<file path="src/rtl/ram_arbiter.sv">
// -----------------------------------------------------------------------------
// ram_arbiter
//
// Shares the single-port simulation data RAM between the instruction fetch
// unit (read-only) and the load/store unit (read/write). One access runs at a
// time:
//   IDLE   -> pick a requester (round-robin on contention), grant it
//             combinationally, and latch address, operation and store data.
//   ACCESS -> hold ram_cs plus ram_rd or ram_wr until the RAM reports
//             ram_ready, or until TIMEOUT_CYC cycles have passed.
//   DONE   -> drop ram_cs so the RAM's access counter clears, and pulse the
//             owner's rvalid for one cycle.
// This gives at least two cs-low cycles between accesses: DONE plus the
// IDLE/grant cycle.
//
// Ports
//   clk, rst                   clock; synchronous active-high reset
//   ifu_req/addr               fetch request (level) and byte address
//   ifu_gnt                    fetch accepted this cycle
//   ifu_rvalid/rdata/err       fetch response strobe, data and timeout flag
//   lsu_req/we/addr/wdata      load/store request, 1 = store, address, data
//   lsu_gnt                    load/store accepted this cycle
//   lsu_rvalid/rdata/err       load data or store ack, data, timeout flag
//   ram_cs/wr/rd               RAM select, write strobe, read strobe
//   ram_addr                   RAM word index (byte address >> ADDR_SHIFT)
//   ram_wdata                  RAM write data
//   ram_rdata, ram_ready       RAM registered read data, access complete
// -----------------------------------------------------------------------------
module ram_arbiter #(
  parameter int unsigned ADDR_SHIFT  = 2,
  parameter int unsigned TIMEOUT_CYC = 15
) (
  input  logic        clk,
  input  logic        rst,
  // instruction fetch unit
  input  logic        ifu_req,
  input  logic [31:0] ifu_addr,
  output logic        ifu_gnt,
  output logic        ifu_rvalid,
  output logic [31:0] ifu_rdata,
  output logic        ifu_err,
  // load/store unit
  input  logic        lsu_req,
  input  logic        lsu_we,
  input  logic [31:0] lsu_addr,
  input  logic [31:0] lsu_wdata,
  output logic        lsu_gnt,
  output logic        lsu_rvalid,
  output logic [31:0] lsu_rdata,
  output logic        lsu_err,
  // RAM side
  output logic        ram_cs,
  output logic        ram_wr,
  output logic        ram_rd,
  output logic [31:0] ram_addr,
  output logic [31:0] ram_wdata,
  input  logic [31:0] ram_rdata,
  input  logic        ram_ready
);

  typedef enum logic [1:0] {
    S_IDLE   = 2'd0,
    S_ACCESS = 2'd1,
    S_DONE   = 2'd2
  } state_e;

  // The same encoding serves as access owner and round-robin pointer.
  typedef enum logic {
    OWN_LSU = 1'b0,
    OWN_IFU = 1'b1
  } owner_e;

  localparam int unsigned CNT_W = $clog2(TIMEOUT_CYC + 1);
  // Counter value in the last ACCESS cycle allowed before giving up.
  localparam logic [CNT_W-1:0] CNT_LAST = CNT_W'(TIMEOUT_CYC - 1);

  state_e           state_q,     state_d;
  owner_e           owner_q,     owner_d;
  owner_e           prio_q,      prio_d;
  logic             store_q,     store_d;
  logic [CNT_W-1:0] cnt_q,       cnt_d;
  logic [31:0]      addr_q,      addr_d;
  logic [31:0]      wdata_q,     wdata_d;
  logic [31:0]      ifu_rdata_q, ifu_rdata_d;
  logic [31:0]      lsu_rdata_q, lsu_rdata_d;
  logic             err_q,       err_d;

  // Arbitration decision, valid only in IDLE.
  logic lsu_wins;
  logic ifu_wins;

  always_comb begin
    lsu_wins = lsu_req && (!ifu_req || (prio_q == OWN_LSU));
    ifu_wins = ifu_req && !lsu_wins;
  end

  // NOTE: every signal driven here gets a default first, so no path through
  // the case statement can leave one unassigned and infer a latch.
  always_comb begin
    state_d     = state_q;
    owner_d     = owner_q;
    prio_d      = prio_q;
    store_d     = store_q;
    cnt_d       = cnt_q;
    addr_d      = addr_q;
    wdata_d     = wdata_q;
    ifu_rdata_d = ifu_rdata_q;
    lsu_rdata_d = lsu_rdata_q;
    err_d       = err_q;

    ifu_gnt     = 1'b0;
    lsu_gnt     = 1'b0;
    ifu_rvalid  = 1'b0;
    lsu_rvalid  = 1'b0;
    ifu_err     = 1'b0;
    lsu_err     = 1'b0;
    ram_cs      = 1'b0;
    ram_wr      = 1'b0;
    ram_rd      = 1'b0;

    unique case (state_q)
      S_IDLE: begin
        // No grant is accepted while reset is held, since the state register
        // would discard it at this edge.
        if (!rst && (lsu_wins || ifu_wins)) begin
          state_d = S_ACCESS;
          cnt_d   = '0;
          if (lsu_wins) begin
            lsu_gnt = 1'b1;
            owner_d = OWN_LSU;
            store_d = lsu_we;
            addr_d  = lsu_addr >> ADDR_SHIFT;
            wdata_d = lsu_wdata;
          end else begin
            ifu_gnt = 1'b1;
            owner_d = OWN_IFU;
            store_d = 1'b0;
            addr_d  = ifu_addr >> ADDR_SHIFT;
          end
          // The pointer moves only when a request actually lost; a lone
          // requester leaves it where it was.
          if (lsu_req && ifu_req) begin
            prio_d = lsu_wins ? OWN_IFU : OWN_LSU;
          end
        end
      end

      S_ACCESS: begin
        ram_cs = 1'b1;
        ram_wr = store_q;
        ram_rd = !store_q;
        cnt_d  = cnt_q + CNT_W'(1);
        if (ram_ready) begin
          state_d = S_DONE;
          err_d   = 1'b0;
          if (!store_q) begin
            if (owner_q == OWN_LSU) lsu_rdata_d = ram_rdata;
            else                    ifu_rdata_d = ram_rdata;
          end
        end else if (cnt_q == CNT_LAST) begin
          state_d = S_DONE;
          err_d   = 1'b1;
        end
      end

      S_DONE: begin
        // ram_cs stays low here: this is the cycle that clears the RAM's
        // access counter before the next access can start.
        state_d = S_IDLE;
        cnt_d   = '0;
        if (owner_q == OWN_LSU) begin
          lsu_rvalid = 1'b1;
          lsu_err    = err_q;
        end else begin
          ifu_rvalid = 1'b1;
          ifu_err    = err_q;
        end
      end

      default: begin
        state_d = S_IDLE;
      end
    endcase
  end

  // NOTE: state updates use non-blocking assignments so every flop samples
  // the pre-edge value of every other flop, matching the hardware.
  always_ff @(posedge clk) begin
    if (rst) begin
      // NOTE: these are a handful of flops, not a memory, so all of them are
      // reset; an access in flight is simply abandoned without a response.
      state_q     <= S_IDLE;
      owner_q     <= OWN_LSU;
      prio_q      <= OWN_LSU;
      store_q     <= 1'b0;
      cnt_q       <= '0;
      addr_q      <= '0;
      wdata_q     <= '0;
      ifu_rdata_q <= '0;
      lsu_rdata_q <= '0;
      err_q       <= 1'b0;
    end else begin
      state_q     <= state_d;
      owner_q     <= owner_d;
      prio_q      <= prio_d;
      store_q     <= store_d;
      cnt_q       <= cnt_d;
      addr_q      <= addr_d;
      wdata_q     <= wdata_d;
      ifu_rdata_q <= ifu_rdata_d;
      lsu_rdata_q <= lsu_rdata_d;
      err_q       <= err_d;
    end
  end

  assign ram_addr  = addr_q;
  assign ram_wdata = wdata_q;
  assign ifu_rdata = ifu_rdata_q;
  assign lsu_rdata = lsu_rdata_q;

endmodule

</file>
<file path="config.mk">
export PLATFORM = sky130hd
export DESIGN_NAME = ram_arbiter
export DESIGN_NICKNAME = d
export VERILOG_FILES = /design/src/rtl/ram_arbiter.sv
export SDC_FILE = /design/constraint.sdc
export NUM_CORES = 1
export LEC_CHECK = 0
export CELL_PAD_IN_SITES_DETAIL_PLACEMENT = 2
export CELL_PAD_IN_SITES_GLOBAL_PLACEMENT = 2
export CORE_MARGIN = 2
export CORE_UTILIZATION = 23
export DETAILED_ROUTE_END_ITERATION = 10
export GPL_TIMING_DRIVEN = 0
export PLACE_DENSITY = 0.76
export SLEW_MARGIN = 20
export SYNTH_ARGS = -nofsm -noshare
export SYNTH_HDL_FRONTEND = slang
export SYNTH_SLANG_ARGS = --single-unit
</file>
<file path="constraint.sdc">
create_clock -name clk -period 1.9 [get_ports clk]
set_input_delay 0.285 -clock clk [delete_from_list [all_inputs] [get_ports clk]]
set_output_delay 0.285 -clock clk [all_outputs]
set_load 0.01 [all_outputs]
</file>
After elaboration in Yosys (flattened, before gate mapping)
Cells that the tools add are included.
{"block": "word_totals", "input_bits": 134, "elab_cells": 67, "regBits": 138}
{"block": "classes", "muxes": 27, "add_sub_neg": 1, "n_reduce_logical": 21, "n_eq_ne": 5, "bitwise_logic": 3}
{"operator": "30-bit 2-to-1 mux", "n": 1}
{"operator": "1-bit 2-to-1 mux", "n": 20}
{"operator": "4-bit case mux with 3 select lines", "n": 1}
{"operator": "2-bit AND reduction", "n": 4}
{"operator": "4-bit AND reduction", "n": 2}
{"operator": "2-bit 2-to-1 mux", "n": 3}
{"operator": "3-bit AND reduction", "n": 2}
{"operator": "4-bit by 1-bit adder with 4-bit output, second input constant", "n": 1}
{"operator": "4-bit equality test, second input constant", "n": 1}
{"operator": "1-bit logical AND", "n": 4}
{"operator": "1-bit logical NOT", "n": 4}
{"operator": "4-bit 2-to-1 mux", "n": 1}
{"operator": "2-bit case mux with 2 select lines", "n": 1}
{"operator": "3-bit != test, second input constant", "n": 1}
{"operator": "1-bit inverter", "n": 3}
{"operator": "3-bit nonzero test", "n": 1}
{"operator": "2-bit by 1-bit equality test with 1-bit output, second input constant", "n": 1}
{"operator": "2-bit equality test, second input constant", "n": 1}
{"operator": "2-bit logical NOT", "n": 1}
{"operator": "1-bit logical OR", "n": 2}
{"operator": "2-bit != test, second input constant", "n": 1}
{"operator": "2-bit nonzero test", "n": 1}

Logic depth before layout (Yosys ltp)
{"block": "logic_depth", "ltp_word": 9, "ltp_mapped": 6, "ltp_nobuf": 5}

Worst setup path after synthesis
OpenSTA, ideal clock, no wires.
{"block": "synth_path", "kind": "input-to-output", "from": "input port rst", "to": "output port ifu_gnt", "setup_slack_ns": 0.300, "cell_stages": 6, "t_arrival_ns": 1.315, "path_cell_list": "buf_2 nor3_2 buf_2 buf_1 nand2_1 nor2_1"}
{"block": "synth_via", "elab_chain_cells": 4}
{"element": "start, declared", "line_no": "34", "rtl": "input logic rst,"}
{"element": "1-bit logical NOT", "line_no": "125", "rtl": "if (!rst && (lsu_wins || ifu_wins)) begin"}
{"element": "1-bit logical AND", "line_no": "125"}
{"element": "1-bit 2-to-1 mux", "line_no": "125"}
{"element": "1-bit 2-to-1 mux", "line_no": "121", "rtl": "unique case (state_q)"}
{"element": "end, declared", "line_no": "38", "rtl": "output logic ifu_gnt,"}
Every way passes these cells.

Worst setup path after layout
{"block": "layout_path", "from": "register state_q[1]", "to": "output port ram_wr"}
{"block": "layout_via", "elab_chain_cells": 2}
{"element": "start, declared", "line_no": "77", "rtl": "state_e state_q, state_d;"}
{"element": "start signal, assigned", "line_no": "203", "rtl": "state_q <= state_d;"}
{"element": "2-bit by 1-bit equality test with 1-bit output", "line_no": "121"}
{"element": "1-bit 2-to-1 mux", "line_no": "121"}
{"element": "end, declared", "line_no": "53", "rtl": "output logic ram_wr,"}
Every way passes these cells.

==> qor.csv <==
stage,metric,value,unit
route,first_pass_iters,6,
logic_synthesis,syn_area,5771,um2
sta,min_period,1.864,ns
cells_and_area,antenna_cells,0,
sta,rsz0062_at_grt,yes,
sta,tightest_slew,0.6860,ns
route,post_drt_via_cell_ratio,4.603,
route,wl_per_cell,18.95,um
logic_synthesis,ys_seq_elements,136,
sta,drv_slew,0,
logic_synthesis,yosysWarnings,0,
sta,slew_headroom,54.27,%
job,cap_violations,0,
floorplan,ioPinCount,271,
global_route,grt-ovfl-total,0,
worst_setup_path,critPathCaptureType,output pin,
route,ant_nets,0,
pwr,p_leak,3.563,nW
outcome,status,"complete, no violations",
sta,clock.fmax,536.5,MHz
clock_tree,cts_tree,yes,
placed_design,gp_congestion,0.7425,
route,routed_wl,23840,um
worst_setup_path,cp_max_fo,5,
worst_setup_path,start_kind,register,
global_route,grt_pass1_wl,36820,um
worst_setup_path,max_stage_delay,0.36,ns
worst_setup_path,crit_path_top_delay_cell,dfxtp_4,
sta,post-route-period-util,98.10,%
logic_synthesis,synth_cell_types,39,
placed_design,hpwlAfterDp,17850,um
clock_tree,cts_buffer_depth,2,
logic_synthesis,synth.avg_cell_area,9.087,um2
route,via_count,5791,
floorplan,core-area,24460,um2
global_route,grtUsageTotal,18.07,%
pwr,vdd_drop_max,504.7,uV
pwr,power_density,823.1,nW/um2
cells_and_area,final_common_cell,clkdlybuf4s50_1,
worst_setup_path,cp_data_required_time,1.62,ns
clock_tree,cts.sinks,136,
logic_synthesis,async_reset_ff_share,0,%
worst_setup_path,path_cells,clkbuf_8 > nand2b_2 > inv_2 > and2_1 > clkdlybuf4s15_2,
route,drc,0,
sta,setup_ws,0.03619,ns
placed_design,place_ws,-1.095,ns
floorplan,start_util,23.59,%
cells_and_area,drive_gt1_share,9.101,%
sta,hold_viol_final,0,
floorplan,die_h,162.4,um
worst_setup_path,critPathKind,reg -> out,
global_route,grt_pass1_vias,6479,
sta,skew,0.01202,ns
clock_tree,cts_max_level,4,
sta,tns,0,ns
hold_path,hp-class,in -> reg,
logic_synthesis,synth-seq-area-share,47.18,%
clock_tree,clk_latency,0.42,ns
cells_and_area,syn_to_final_growth,64.64,%
logic_synthesis,synthCells,635,
clock_tree,cts_root_buf,clkbuf_16,
logic_synthesis,synth_edf_count,0,
floorplan,rows,57,
clock_tree,cts-buffers-inserted,17,
route,drtIter0Drc,176,
cells_and_area,nets,1057,
logic_synthesis,ys.flop_type,dfxtp_1,
floorplan,die_w,162.4,um
clock_tree,path_clk_slew,0.07,ns
global_route,antenna_found_initial,2,
sta,setup_violations,0,
placed_design,io_buffers,263,
floorplan,dieArea,26370,um2
cells_and_area,final_cell_mix,"clkdlybuf4s50_1 (252), dfxtp_1 (134), nand2b_1 (98)",
worst_setup_path,critPathArrivalTime,1.58,ns
global_route,grt_max_degree,20,
worst max-delay path, delay by kind of cell (launching register included):
family | cells | cell delay [ns]
buffers and inverters | 3 | 0.46
AND/OR/NAND/NOR | 2 | 0.35
flip-flops | 1 | 0.36
worst paths after layout:
path	endpoint	from	slack, ns	cells after the start
max	ram_wr	state_q[1]$_SDFFE_PP0P_	0.04	5
min	ram_wdata[31]$_SDFFE_PP0P_	lsu_wdata[31]	0.42	3
max reg2reg	ram_addr[25]$_SDFFE_PP0P_	state_q[1]$_SDFFE_PP0P_	0.16	5
min reg2reg	ram_wdata[30]$_SDFFE_PP0P_	ram_wdata[30]$_SDFFE_PP0P_	0.48	2
metal layers:
layer | GRT usage [%] | vias up | share of wire (%) | routed length, um
li1 | - | 2771 | - | -
met1 | 21.16 | 2810 | 41 | 9824
met2 | 31.76 | 193 | 49 | 11710
met3 | 6.570 | 15 | 8.9 | 2122
met4 | 3.741 | 2 | 0.72 | 172
met5 | 0 | - | 0.046 | 11
per-stage QoR:
| step | hold slack, ns | power (W) | instances | cell area (um2) | utilization [%] |
|---|---|---|---|---|---|
| floorplan | 0.3816 | 0.003771 | 636 | 5774 | - |
| global placement | 0.4579 | 0.004580 | 1223 | 8812 | 36.02 |
| detailed placement | 0.4728 | 0.004613 | 1223 | 8812 | 36.02 |
| CTS | 0.4052 | 0.007967 | 1257 | 9485 | 38.78 |
| global route | 0.4150 | 0.008222 | 1258 | 9500 | 38.84 |
| finish | 0.4204 | 0.007820 | 1258 | 9500 | 38.84 |
cells in the mapped netlist (3+ instances only):
library cell,n,area (um2)
a311oi_1,30,262.8
o21ai_0,33,165.2
nand2b_1,99,619.3
nand2_1,66,247.7
nor2_1,5,18.77
dfxtp_1,136,2723
a21oi_1,67,335.3
clkbuf_1,36,135.1
mux2i_1,65,650.6
buf_1,4,15.01
a211oi_1,4,30.03
buf_2,15,75.07
nor2b_1,3,18.77
and2_1,3,18.77
nand3_1,33,165.2
buf_4,4,30.03
inv_1,3,11.26
logic make-up (layout without fill, tap and decap cells):
logic type | count (synthesis) | in the layout | synth area share [%]
buffers and inverters | 65 | 363 | 5.334
AOI/OAI and AO/OA | 140 | 140 | 14.66
and+or+nand+nor | 225 | 225 | 20.86
muxes | 66 | 66 | 11.47
other | 1 | 2 | 0.06499
DFF | 136 | 136 | 47.18
adders and majority gates | 2 | 2 | 0.4336
sequential cells by signal, indices dropped and copies added, names as in the netlist:
register	count
owner_q	1
ram_wdata	32
state_q	2
lsu_rdata	32
cnt_q	4
ram_addr	30
err_q	1
prio_q	1
ifu_rdata	32
store_q	1
area by class of cell:
type	count	area (um2)
clock inverter	14	126.4
sequential	136	2730
tap	324	405.4
timing repair buffer	270	2673
multi-input combinational	435	2780
inverter	3	11.26
clock buffer	18	439.2
buffer	58	335.3
fill	2713	14960
power breakdown:
group / internal (W) / switching [W] / total [W]
clock network: 0.00176 / 0.00148 / 0.00325
logic: 0.000773 / 0.000684 / 0.00146
registers: 0.00301 / 0.000103 / 0.00312
what timing repair did:
item / in CTS / in global routing
setup endpoints to repair: 14 / 7
hold buffers: 0 / 0
pin swaps: 1 / 2
gates cloned: 0 / 0
buffers inserted: 4 / 3
resized for setup: 56 / 8
Power figures use the tool's default switching activity.
